<file path="src/rtl/param_updown_counter.sv">
// param_updown_counter: parametrised up/down event counter / interval timer.
// Free-run (wrap) or one-shot mode, parallel load, count enable, and an
// IDLE/RUN/DONE control FSM with a one-cycle terminal-count pulse.
// Optional prescaler compiled in with `define COUNTER_PRESCALE_EN
// (adds the presc input port after en).
module param_updown_counter #(
  parameter int               WIDTH      = 4,
  parameter logic [WIDTH-1:0] RESET_VAL  = {WIDTH{1'b1}},
  parameter bit               AUTO_START = 1'b1,
  parameter int               PRESCALE_W = 8
) (
  input  logic                  clk,
  input  logic                  rst,
  input  logic                  en,
`ifdef COUNTER_PRESCALE_EN
  input  logic [PRESCALE_W-1:0] presc,
`endif
  input  logic                  dir,
  input  logic                  mode,
  input  logic                  load,
  input  logic [WIDTH-1:0]      load_val,
  input  logic                  start,
  input  logic                  clr_done,
  output logic [WIDTH-1:0]      count,
  output logic                  tc,
  output logic                  busy,
  output logic                  done
);

  typedef enum logic [1:0] {IDLE = 2'd0, RUN = 2'd1, DONE = 2'd2} state_e;

  state_e           state_q, state_d;
  logic [WIDTH-1:0] count_q, count_d;
  logic             tc_q, tc_d;
  logic             done_q, done_d;
  logic             tick;
  logic             start_ok;
  logic             step;
  logic [WIDTH-1:0] nxt;
  logic [WIDTH-1:0] term;

  // start is only honoured outside RUN; in RUN it is silently ignored
  assign start_ok = start && (state_q != RUN);
  assign step     = (state_q == RUN) && en && tick;
  assign nxt      = dir ? (count_q + 1'b1) : (count_q - 1'b1);
  assign term     = dir ? {WIDTH{1'b1}} : {WIDTH{1'b0}};

`ifdef COUNTER_PRESCALE_EN
  // Prescaler: pcnt_q counts down; parm_q means "next value comes from presc",
  // which lets reset/load/start reload from the live presc input while the
  // async reset value itself stays constant.
  logic [PRESCALE_W-1:0] pcnt_q, pcnt_d, peff;
  logic                  parm_q, parm_d;

  // Prescaler next state: reload on load/start, advance only in RUN with en
  always_comb begin
    peff   = parm_q ? presc : pcnt_q;
    tick   = (peff == '0);
    pcnt_d = pcnt_q;
    parm_d = parm_q;
    if (load || start_ok) begin
      parm_d = 1'b1;
    end else if ((state_q == RUN) && en) begin
      if (tick) begin
        parm_d = 1'b1;
      end else begin
        pcnt_d = peff - 1'b1;
        parm_d = 1'b0;
      end
    end
  end

  // Prescaler registers
  always_ff @(posedge clk or negedge rst) begin
    if (!rst) begin
      pcnt_q <= '0;
      parm_q <= 1'b1;
    end else begin
      pcnt_q <= pcnt_d;
      parm_q <= parm_d;
    end
  end
`else
  assign tick = 1'b1;
`endif

  // Next-state: load > start > step; a completion overrides a same-cycle clr_done
  always_comb begin
    state_d = state_q;
    count_d = count_q;
    done_d  = done_q;
    tc_d    = 1'b0;
    if (clr_done) done_d = 1'b0;
    if (load) begin
      count_d = load_val;
      if (state_q == DONE) begin
        state_d = IDLE;
        done_d  = 1'b0;
      end
    end else if (start_ok) begin
      state_d = RUN;
      done_d  = 1'b0;
    end else if (step) begin
      count_d = nxt;
      if (nxt == term) begin
        tc_d = 1'b1;
        if (mode) begin
          done_d  = 1'b1;
          state_d = DONE;
        end
      end
    end
  end

  // State and output registers
  always_ff @(posedge clk or negedge rst) begin
    if (!rst) begin
      state_q <= AUTO_START ? RUN : IDLE;
      count_q <= RESET_VAL;
      tc_q    <= 1'b0;
      done_q  <= 1'b0;
    end else begin
      state_q <= state_d;
      count_q <= count_d;
      tc_q    <= tc_d;
      done_q  <= done_d;
    end
  end

  assign count = count_q;
  assign tc    = tc_q;
  assign busy  = (state_q == RUN);
  assign done  = done_q;

endmodule

</file>
<file path="config.mk">
export PLATFORM = sky130hd
export DESIGN_NAME = param_updown_counter
export DESIGN_NICKNAME = d
export VERILOG_FILES = /design/src/rtl/param_updown_counter.sv
export SDC_FILE = /design/constraint.sdc
export NUM_CORES = 1
export LEC_CHECK = 0
export CAP_MARGIN = 20
export CORE_AREA = 10 10 47 49
export DETAILED_ROUTE_END_ITERATION = 16
export DIE_AREA = 0 0 57 59
export GPL_TIMING_DRIVEN = 0
export PLACE_DENSITY = 0.81
export SLEW_MARGIN = 20
export SYNTH_ARGS = -nofsm -noshare
export SYNTH_HDL_FRONTEND = slang
export SYNTH_SLANG_ARGS = --single-unit
</file>
<file path="constraint.sdc">
create_clock -name clk -period 5.9 [get_ports clk]
set_input_delay 0.885 -clock clk [delete_from_list [all_inputs] [get_ports clk]]
set_output_delay 0.885 -clock clk [all_outputs]
set_load 0.03 [all_outputs]
</file>
# == After elaboration in Yosys (flattened, before gate mapping) ==
# Cells that the tools add are included.
# word_totals
romBits,0
n_memories,0
input_bits,12
latch_bits,0
output_inout_bits,7
regBits,8
mem_bits_rw,0
# classes
n_lt_le_gt_ge,0
n_bitwise,0
div_mod_pow,0
n_addsub,2
n_mux,22
n_shift,0
reduce_logical,8
eq_ne,6
n_mul,0
# op_table
cell,count
$mux 4,5
$mux 2,6
$mux 1,11
$reduce_bool 3->1,3
$add 4x1->4 const B,1
$eq 4x4->1,1
$ne 2x1->1 const B,2
$reduce_and 4->1,1
$sub 4x1->4 const B,1
$eq 2x1->1 const B,1
$eq 2x2->1 const B,1
$logic_and 1x1->1,2
$ne 2x2->1 const B,1
$reduce_and 2->1,1
$reduce_bool 2->1,1

# == Logic depth before layout (Yosys ltp) ==
# Gate-level depths: netlist of the first run.
# depth
depth_word,7
depth_mapped,6
ltp_nobuf,6

# == Least setup slack after synthesis of the first run ==
# No wires, ideal clock.
# synth_timing
path_type,input-to-reg
start,input dir
end,register state_q[0]
stages,5
setup_time_ns,0.077
path_buffers,0
arrival_time_ns,2.198
slack_ns,3.624
required_ns,5.823
cell_sequence,fa_1 -> or3b_1 -> mux2i_1 -> o2111ai_1 -> o21a_1
# synth_between
elab_chain_cells,4
elab_cells_between_ends,5
classes_between,eq/ne: 1; mux: 2; reduce/logical: 2
# synth_rtl
element,line_no,source
start: declaration,18,"input logic dir,"
"$mux 4, on equally long branches","45, 46",
$eq 4x4->1 (*),105,if (nxt == term) begin
$reduce_bool 3->1 (no source line) (*),-,
$reduce_and 4->1 (no source line) (*),-,
end signal: assignment,118,state_q <= AUTO_START ? RUN : IDLE;
end signal: assignment,123,state_q <= state_d;
end: declaration,32,"state_e state_q, state_d;"
# Mark *: on every way between the ends. The rest lies on a longest branch, timed or not.
# A chain may end at the register's enable or synchronous reset.

# == Worst setup path after layout of the first run ==
# layout_timing
start,input dir
end,register state_q[1]
# The elaborated chain is that of the path after synthesis.

==> out/qor.yml, run 1 <==
max_freq_mhz: 368
die_w_um: 57
dpl_worst_slack_ns: 2.90
start_util_pct: 38.4
post_synth.cell_area_avg_um2: 9.28
period_share_pct: 46.1
critical_path_peak_fanout: 6
hold_ws_ns: 0.543
die_height_um: 59
post-place-cells: 92
crit_path_start_kind: "input pin"
grt_start_max_net_pins: 11
worst_ep_arrival_time_ns: 2.90
hold_class: "reg -> reg"
post-route-min-period_ns: 2.72
synth.distinct_cells: 28
top_level_ports: 19
wl_per_cell_um: 13.7
post_route_cells_drive_above_1_share_pct: 13.8
place_hpwl_mm: 1.06
instances_no_fill: 96
timing.final.max_slew_violations: 0
number_of_diodes: 0
final_nets: 96
die_area_um2: 3360
antenna_found_initial: 0
vias_per_cell: 5.25
post_cts_resized: 0
timing.rr.end: "state_q[1]"
detail_route.wirelength_mm: 1.32
grt_first_pass_wirelength_mm: 2.13
synth_seq_cells: 8
setup_repair_after_global_routing_missed_its_margin: "no"
insertion_delay_ns: 0.26
hold_path.startpoint: "done"
cts_hold_buf: 0
initial_drc_count: 12
power_per_cell_area_nw_per_um2: 267
htree_levels: 1
max_slew.worst_pin.slew_ns: 0.392
worst_r2r_path_depth: 6
drc: 0
clock_transition_at_path_regs_ns: 0.07
tritoncts: "done"
setup.reg_to_reg.worst_slack_ns: 3.76
finalCoreUtilization_pct: 54.6
power.ir.vdd_worst_mv: 0.156
post_route_standard_cell_area_excluding_fillers_um2: 764
clk_sinks: 8
cts_post_setup_buffers_inserted: 0
postLayoutSetupSlackWorst_ns: 3.18
setup_total_negative_slack_ns: 0
mostFrequentLayoutCells: "clkdlybuf4s50_1, o21ai_0, inv_1, nand2_1, dfstp_2"
dr_total_vias: 504
grt_use_total_pct: 7.89
grt_pass1_vias: 486
timing.rr.start: "count[0]"
area_growth_syn_to_layout_pct: 42.1
layout_commonest_cell: "clkdlybuf4s50_1"
nFillCells: 134
core_area_um2: 1400
synth.cell_area_um2: 538
maxSlewHeadroom_pct: 73.8
cts-root-buf: "clkbuf_4"
globalplace.congestion: 0.674
port-buffer-count: 18
grt.overflow.total: 0
placed_cell_areas_um2: 738
ys.warnings.count: 0
report.power.total_uw: 204
fin_skew_ns: 0.0123
crit_path_end_kind: "flop"
worst_ep_required_time_ns: 6.08
yosysSeqAreaShare_pct: 38.4
clockBufferDepth: 2
worst_hold_path.num_cells: 2
number_of_buffers_added_by_the_clock_tree_synthesis_step: 3
placementRows: 14
total_leakage_power_nw: 0.343
worstHoldEndpoint: "done"
maxCapViolCount: 0
finalSetupViolCount: 0
mappedNetlistNets: 73
synth_cells: 58
run_status: "finished clean"
antenna_violating_nets_post_route: 0
final_hold_fails: 0
detailedRoute.firstPassIterationCount: 4
critical_setup_path_kind: "in -> reg"
==> metal layers <==
layer	global-route usage (%)	wire length (µm)	vias to the layer above	part of all wire (%)
met5	0	0	-	0
li1	-	-	252	-
met2	13.0	686	14	52
met4	3.02	10	0	0.76
met1	8.75	543	236	41
met3	3.43	74	2	5.6
==> cells by family (layout without fill, tap and decap cells) <==
family / Yosys count / count (layout) / synth area share (%)
DFF: 8 / 8 / 38.4
buffers and inverters: 6 / 28 / 4.19
xor gates and xnor gates: 2 / 2 / 3.26
AOI/OAI and AO/OA: 15 / 15 / 16.7
and+or+nand+nor: 22 / 22 / 25.4
muxes: 2 / 2 / 3.72
adders and majority gates: 3 / 3 / 8.37
==> cell usage after synthesis <==
library cell / number / area, µm²
ha_1: 2 / 25.0
nor4_1: 1 / 6.26
dfrtp_1: 3 / 75.1
dfstp_2: 5 / 131
a21oi_1: 3 / 15.0
and3_2: 1 / 7.51
clkbuf_1: 1 / 3.75
or4_1: 1 / 7.51
mux2i_1: 2 / 20.0
and2_2: 1 / 7.51
nor2b_1: 1 / 6.26
nand4b_1: 1 / 8.76
nand3_1: 4 / 20.0
o21ai_0: 7 / 35.0
a31oi_1: 1 / 6.26
nand3b_1: 1 / 7.51
nand2_1: 5 / 18.8
nand3b_4: 1 / 20.0
a21o_1: 1 / 7.51
inv_1: 5 / 18.8
xnor2_1: 2 / 17.5
nor2_1: 3 / 11.3
o21a_1: 1 / 7.51
fa_1: 1 / 20.0
o2111ai_1: 1 / 8.76
or3b_1: 1 / 8.76
o211a_1: 1 / 10.0
and3_1: 1 / 6.26
==> state kept, by name, indices dropped and copies added (netlist names) <==
| register | flops |
|---|---|
| count | 4 |
| state_q | 2 |
| done | 1 |
| tc | 1 |
==> report_power, final <==
part	total [mW]	leakage, nW	internal [mW]	switching [mW]
combinational	0.0813	0.234	0.0385	0.0428
sequential	0.0747	0.0943	0.0661	0.00861
clock	0.0480	0.0150	0.0260	0.0220
==> critical path, stage by stage <==
cell	delay, ns
clkdlybuf4s50_1	0.52
fa_1	0.55
or3b_1	0.39
mux2i_1	0.20
o2111ai_1	0.21
o21ai_0	0.13
==> how the worst max path moves through the flow <==
| stage | startpoint | endpoint | slack (ns) | depth (start not counted) |
|---|---|---|---|---|
| final | dir | state_q[1] | 3.18 | 6 |
| after floorplan | dir | state_q[0] | 3.62 | 5 |
| after detailed placement | dir | state_q[0] | 2.90 | 6 |
| after global routing | dir | state_q[1] | 3.04 | 6 |
| after CTS | dir | state_q[1] | 3.16 | 6 |
| after global placement | dir | state_q[0] | 2.95 | 6 |
==> cell type report <==
| class | instances | area, µm² | area share [%] |
|---|---|---|---|
| Clock buffer | 4 | 26.3 | 3.44 |
| Multi-Input combinational cell | 44 | 309 | 40.4 |
| Tap cell | 16 | 20.0 | 2.62 |
| Timing Repair Buffer | 18 | 180 | 23.6 |
| Sequential cell | 8 | 206 | 27.0 |
| Buffer | 1 | 3.75 | 0.491 |
| Inverter | 5 | 18.8 | 2.45 |
No activity file was read; power rests on OpenSTA's default activity.
==> run 2, diff against run 1 <==
- CORE_AREA: 10 10 47 49 -> not set
- CORE_MARGIN: not set -> 10
- CORE_UTILIZATION: not set -> 38
- DIE_AREA: 0 0 57 59 -> not set
- PLACE_DENSITY: 0.81 -> 0.8
- clock period: 5.9 -> 2.4 ns (I/O delays scaled with it)
==> out/qor.yml, run 2 (same netlist as run 1, synthesis figures left out) <==
hold_ws_ns: 0.378
wl_per_cell_um: 14.5
port-buffer-count: 18
placementRows: 13
worst_path_dominant_cell_family: "adder cells"
top_level_ports: 19
initial_drc_count: 12
layout_commonest_cell: "clkdlybuf4s50_1"
run_status: "finished clean"
largest_register_ffs: 4
maxSlewHeadroom_pct: 74.1
grt_start_max_net_pins: 11
mostFrequentLayoutCells: "clkdlybuf4s50_1, o21ai_0, inv_1, nand2_1, dfstp_2"
number_of_diodes: 0
htree_levels: 1
area_growth_syn_to_layout_pct: 41.9
tritoncts: "done"
total_leakage_power_nw: 0.343
number_of_buffers_added_by_the_clock_tree_synthesis_step: 3
die_area_um2: 3320
max_freq_mhz: 449
maxCapViolCount: 0
core_area_um2: 1320
finalSetupViolCount: 0
drc: 0
sequential_cell_area_um2: 206
grt.overflow.total: 0
period_share_pct: 92.9
globalplace.congestion: 0.772
multi_input_area_um2: 309
clk_sinks: 8
critical_path_cell_by_cell: "clkdlybuf4s50_1 -> fa_1 -> or3b_1 -> mux2i_1 -> o2111ai_1 -> o21a_1"
clockBufferDepth: 2
cts-root-buf: "clkbuf_4"
post-route-min-period_ns: 2.23
worst_ep_arrival_time_ns: 2.42
share_clk_of_total_power_pct: 22.2
crit_path_end_kind: "flop"
clock_transition_at_path_regs_ns: 0.06
final_hold_fails: 0
power_per_cell_area_nw_per_um2: 650
timing.critical_path.buf_inv: 1
grt_first_pass_wirelength_mm: 2.33
insertion_delay_ns: 0.25
grt_use_total_pct: 8.82
crit_path_top_delay_cell: "fa_1"
max_slew.worst_pin.slew_ns: 0.389
power.share.switching_pct: 35.3
intPower_uw: 321
antenna_violating_nets_post_route: 0
power.share.combinational_pct: 40.8
die_w_um: 57.6
final_nets: 96
crit_path_start_kind: "input pin"
detailedRoute.firstPassIterationCount: 4
timing.final.max_slew_violations: 0
setup_repair_after_global_routing_missed_its_margin: "no"
setup_total_negative_slack_ns: 0
cts_hold_buf: 0
switching_power_uw: 175
worst_ep_required_time_ns: 2.59
seq_power_share_pct: 37.0
place_hpwl_mm: 1.13
hold_class: "in -> async"
power.ir.vdd_worst_mv: 0.295
vias_per_cell: 5.22
critical_setup_path_kind: "in -> reg"
grt_pass1_vias: 540
fin_skew_ns: 0.00972
detail_route.wirelength_mm: 1.38
die_height_um: 57.6
start_util_pct: 40.8
critical_path_peak_fanout: 6
nFillCells: 125
dr_total_vias: 496
critPathMaxStageDelay_ns: 0.55
cts_post_setup_buffers_inserted: 0
antenna_found_initial: 0
post_cts_resized: 0
post_route_cells_drive_above_1_share_pct: 13.8
==> run 2: layout make-up <==
cell class,instances,area share (%)
tap,15,2.46
sequential,8,27.0
inverter,5,2.46
clock buffer,4,3.44
timing repair buffer,18,23.6
buffer,1,0.492
multi-input combinational,44,40.5
==> run 2: layer usage <==
| metal | wire length (µm) | GRT usage (%) | vias to the layer above |
|---|---|---|---|
| li1 | - | - | 250 |
| met1 | 574 | 9.68 | 233 |
| met2 | 677 | 13.5 | 11 |
| met3 | 120 | 4.36 | 2 |
| met4 | 8 | 5.03 | 0 |
| met5 | 0 | 0 | - |
==> run 2: power groups by stage <==
| stage | sequential [mW] | combinational (mW) | clock (mW) |
|---|---|---|---|
| CTS | 0.183 | 0.205 | 0.116 |
| global route | 0.188 | 0.223 | 0.125 |
| global placement | 0.184 | 0.199 | 0 |
| finish | 0.183 | 0.203 | 0.110 |
| detailed placement | 0.185 | 0.204 | 0 |
| floorplan | 0.210 | 0.100 | 0 |
==> run 2: final timing paths <==
path | from | to | slack (ns) | cells past startpoint
worst max-delay path | dir | state_q[0] | 0.17 | 6
worst min-delay path | rst | state_q[1] | 0.38 | 1
worst max register to register | count[0] | state_q[0] | 0.22 | 6
worst min register to register | done | done | 0.54 | 2
max in group asynchronous | rst | count[0] | 1.71 | 1
min in group clk | done | done | 0.54 | 2
==> run 2: metrics by stage <==
step	instances	setup slack [ns]	cell area, µm²	utilization (%)	total power [mW]
after global routing	95	0.0116	763	57.9	0.537
after floorplan	58	0.282	538	-	0.311
after detailed placement	91	-0.109	737	55.9	0.389
after CTS	95	0.168	763	57.9	0.504
final	95	0.171	763	57.9	0.496
after global placement	91	-0.0333	737	55.9	0.383
==> run 3, diff against run 2 <==
- ABC_CLOCK_PERIOD_IN_PS: not set -> 2400
- PLACE_DENSITY: 0.8 -> 0.84
==> out/qor.yml, run 3 (same netlist as run 1, synthesis figures left out) <==
run_status: "finished clean"
fin_skew_ns: 0.0102
critical_path_peak_fanout: 6
post-route-min-period_ns: 2.29
wl_per_cell_um: 14.5
total_leakage_power_nw: 0.343
setup.reg_to_reg.worst_slack_ns: 0.17
die_height_um: 57.6
intPower_uw: 321
layout_commonest_cell: "clkdlybuf4s50_1"
start_util_pct: 40.8
max_freq_mhz: 438
hold_class: "in -> async"
maxCapViolCount: 0
antenna_violating_nets_post_route: 0
die_w_um: 57.6
worst_ep_arrival_time_ns: 2.46
htree_levels: 1
placementRows: 13
cts_hold_buf: 0
maxSlewHeadroom_pct: 75.0
cts_post_setup_buffers_inserted: 0
max_slew.worst_pin.slew_ns: 0.375
largest_register_ffs: 4
critical_setup_path_kind: "in -> reg"
power.share.switching_pct: 35.5
critPathMaxStageDelay_ns: 0.56
worst_r2r_path_depth: 6
crit_path_start_kind: "input pin"
post_cts_resized: 0
insertion_delay_ns: 0.25
grt_use_total_pct: 8.92
antenna_found_initial: 0
share_clk_of_total_power_pct: 22.0
dr_total_vias: 503
grt_pass1_vias: 550
crit_path_top_delay_cell: "fa_1"
tritoncts: "done"
timing.rr.start: "count[0]"
final_hold_fails: 0
number_of_diodes: 0
initial_drc_count: 10
clk_sinks: 8
period_share_pct: 95.2
critical_path_cell_by_cell: "clkdlybuf4s50_1 -> fa_1 -> or3b_1 -> mux2i_1 -> o2111ai_1 -> o21a_1"
top_level_ports: 19
instances_no_fill: 95
finalSetupViolCount: 0
setup_repair_after_global_routing_missed_its_margin: "no"
clockBufferDepth: 2
grt.overflow.total: 0
grt_start_max_net_pins: 11
detail_route.wirelength_mm: 1.37
number_of_buffers_added_by_the_clock_tree_synthesis_step: 3
detailedRoute.firstPassIterationCount: 4
drc: 0
die_area_um2: 3320
cts-root-buf: "clkbuf_4"
placed_cell_areas_um2: 737
area_growth_syn_to_layout_pct: 41.9
clock_transition_at_path_regs_ns: 0.06
final_nets: 96
globalplace.congestion: 0.768
grt_first_pass_wirelength_mm: 2.42
core_area_um2: 1320
timing.final.max_slew_violations: 0
switching_power_uw: 176
power_per_cell_area_nw_per_um2: 652
power.share.combinational_pct: 41.2
timing.rr.end: "state_q[0]"
post-place-cells: 91
port-buffer-count: 18
post_route_standard_cell_area_excluding_fillers_um2: 763
seq_power_share_pct: 36.8
place_hpwl_mm: 1.15
mostFrequentLayoutCells: "clkdlybuf4s50_1, o21ai_0, inv_1, nand2_1, dfstp_2"
post_route_cells_drive_above_1_share_pct: 13.8
power.ir.vdd_worst_mv: 0.321
crit_path_end_kind: "flop"
vias_per_cell: 5.29
worst_ep_required_time_ns: 2.58
-- run 3: cell counts in the layout (fill, tap and decap cells not counted) --
No cell type changed its count.
-- run 3: area by class of cell --
cell class	instances	area (µm²)
Clock buffer	4	26.3
Multi-Input combinational cell	44	309
Timing Repair Buffer	18	180
Sequential cell	8	206
Tap cell	15	18.8
Inverter	5	18.8
Fill cell	123	554
Buffer	1	3.75
-- run 3: worst max-delay path: cells and delay by family --
kind | cells | cell delay, ns
AO/OA/AOI/OAI | 2 | 0.40
adder cells (fa/ha/maj) | 1 | 0.56
buffers and inverters | 1 | 0.52
multiplexers | 1 | 0.22
AND/OR/NAND/NOR | 1 | 0.39
-- run 3: routing by layer --
layer | routed length [µm] | vias up | part of all wire (%) | global-route usage [%]
li1 | - | 257 | - | -
met1 | 628 | 233 | 46 | 10.3
met2 | 669 | 11 | 49 | 14.3
met3 | 51 | 2 | 3.7 | 1.74
met4 | 25 | 0 | 1.8 | 6.38
met5 | 0 | - | 0 | 0
-- run 3: worst max-delay path by stage --
stage                         from         end  cells past startpoint
final                          dir  state_q[0]                      6
after global routing           dir  state_q[0]                      6
after CTS                      dir  state_q[0]                      6
after detailed placement       dir  state_q[0]                      6
after global placement         dir  state_q[0]                      6
after floorplan           count[0]  state_q[0]                      6
-- run 3: power groups by stage --
stage | logic, mW | clock network (mW) | registers [mW]
detailed placement | 0.205 | 0 | 0.185
global placement | 0.199 | 0 | 0.184
floorplan | 0.100 | 0 | 0.210
CTS | 0.206 | 0.115 | 0.183
global route | 0.227 | 0.122 | 0.188
finish | 0.205 | 0.110 | 0.183
-- run 3: stage by stage --
stage                     power (mW)  hold slack (ns)  utilization, %  setup WS, ns  setup TNS (ns)
after floorplan                0.311           0.0644               -         0.282               0
after CTS                      0.504            0.376            57.9         0.163               0
final                          0.497            0.377            57.9         0.114               0
after global placement         0.383            0.526            55.9       -0.0218         -0.0218
after detailed placement       0.391            0.540            55.9        -0.107          -0.220
after global routing           0.536            0.384            57.9        0.0314               0
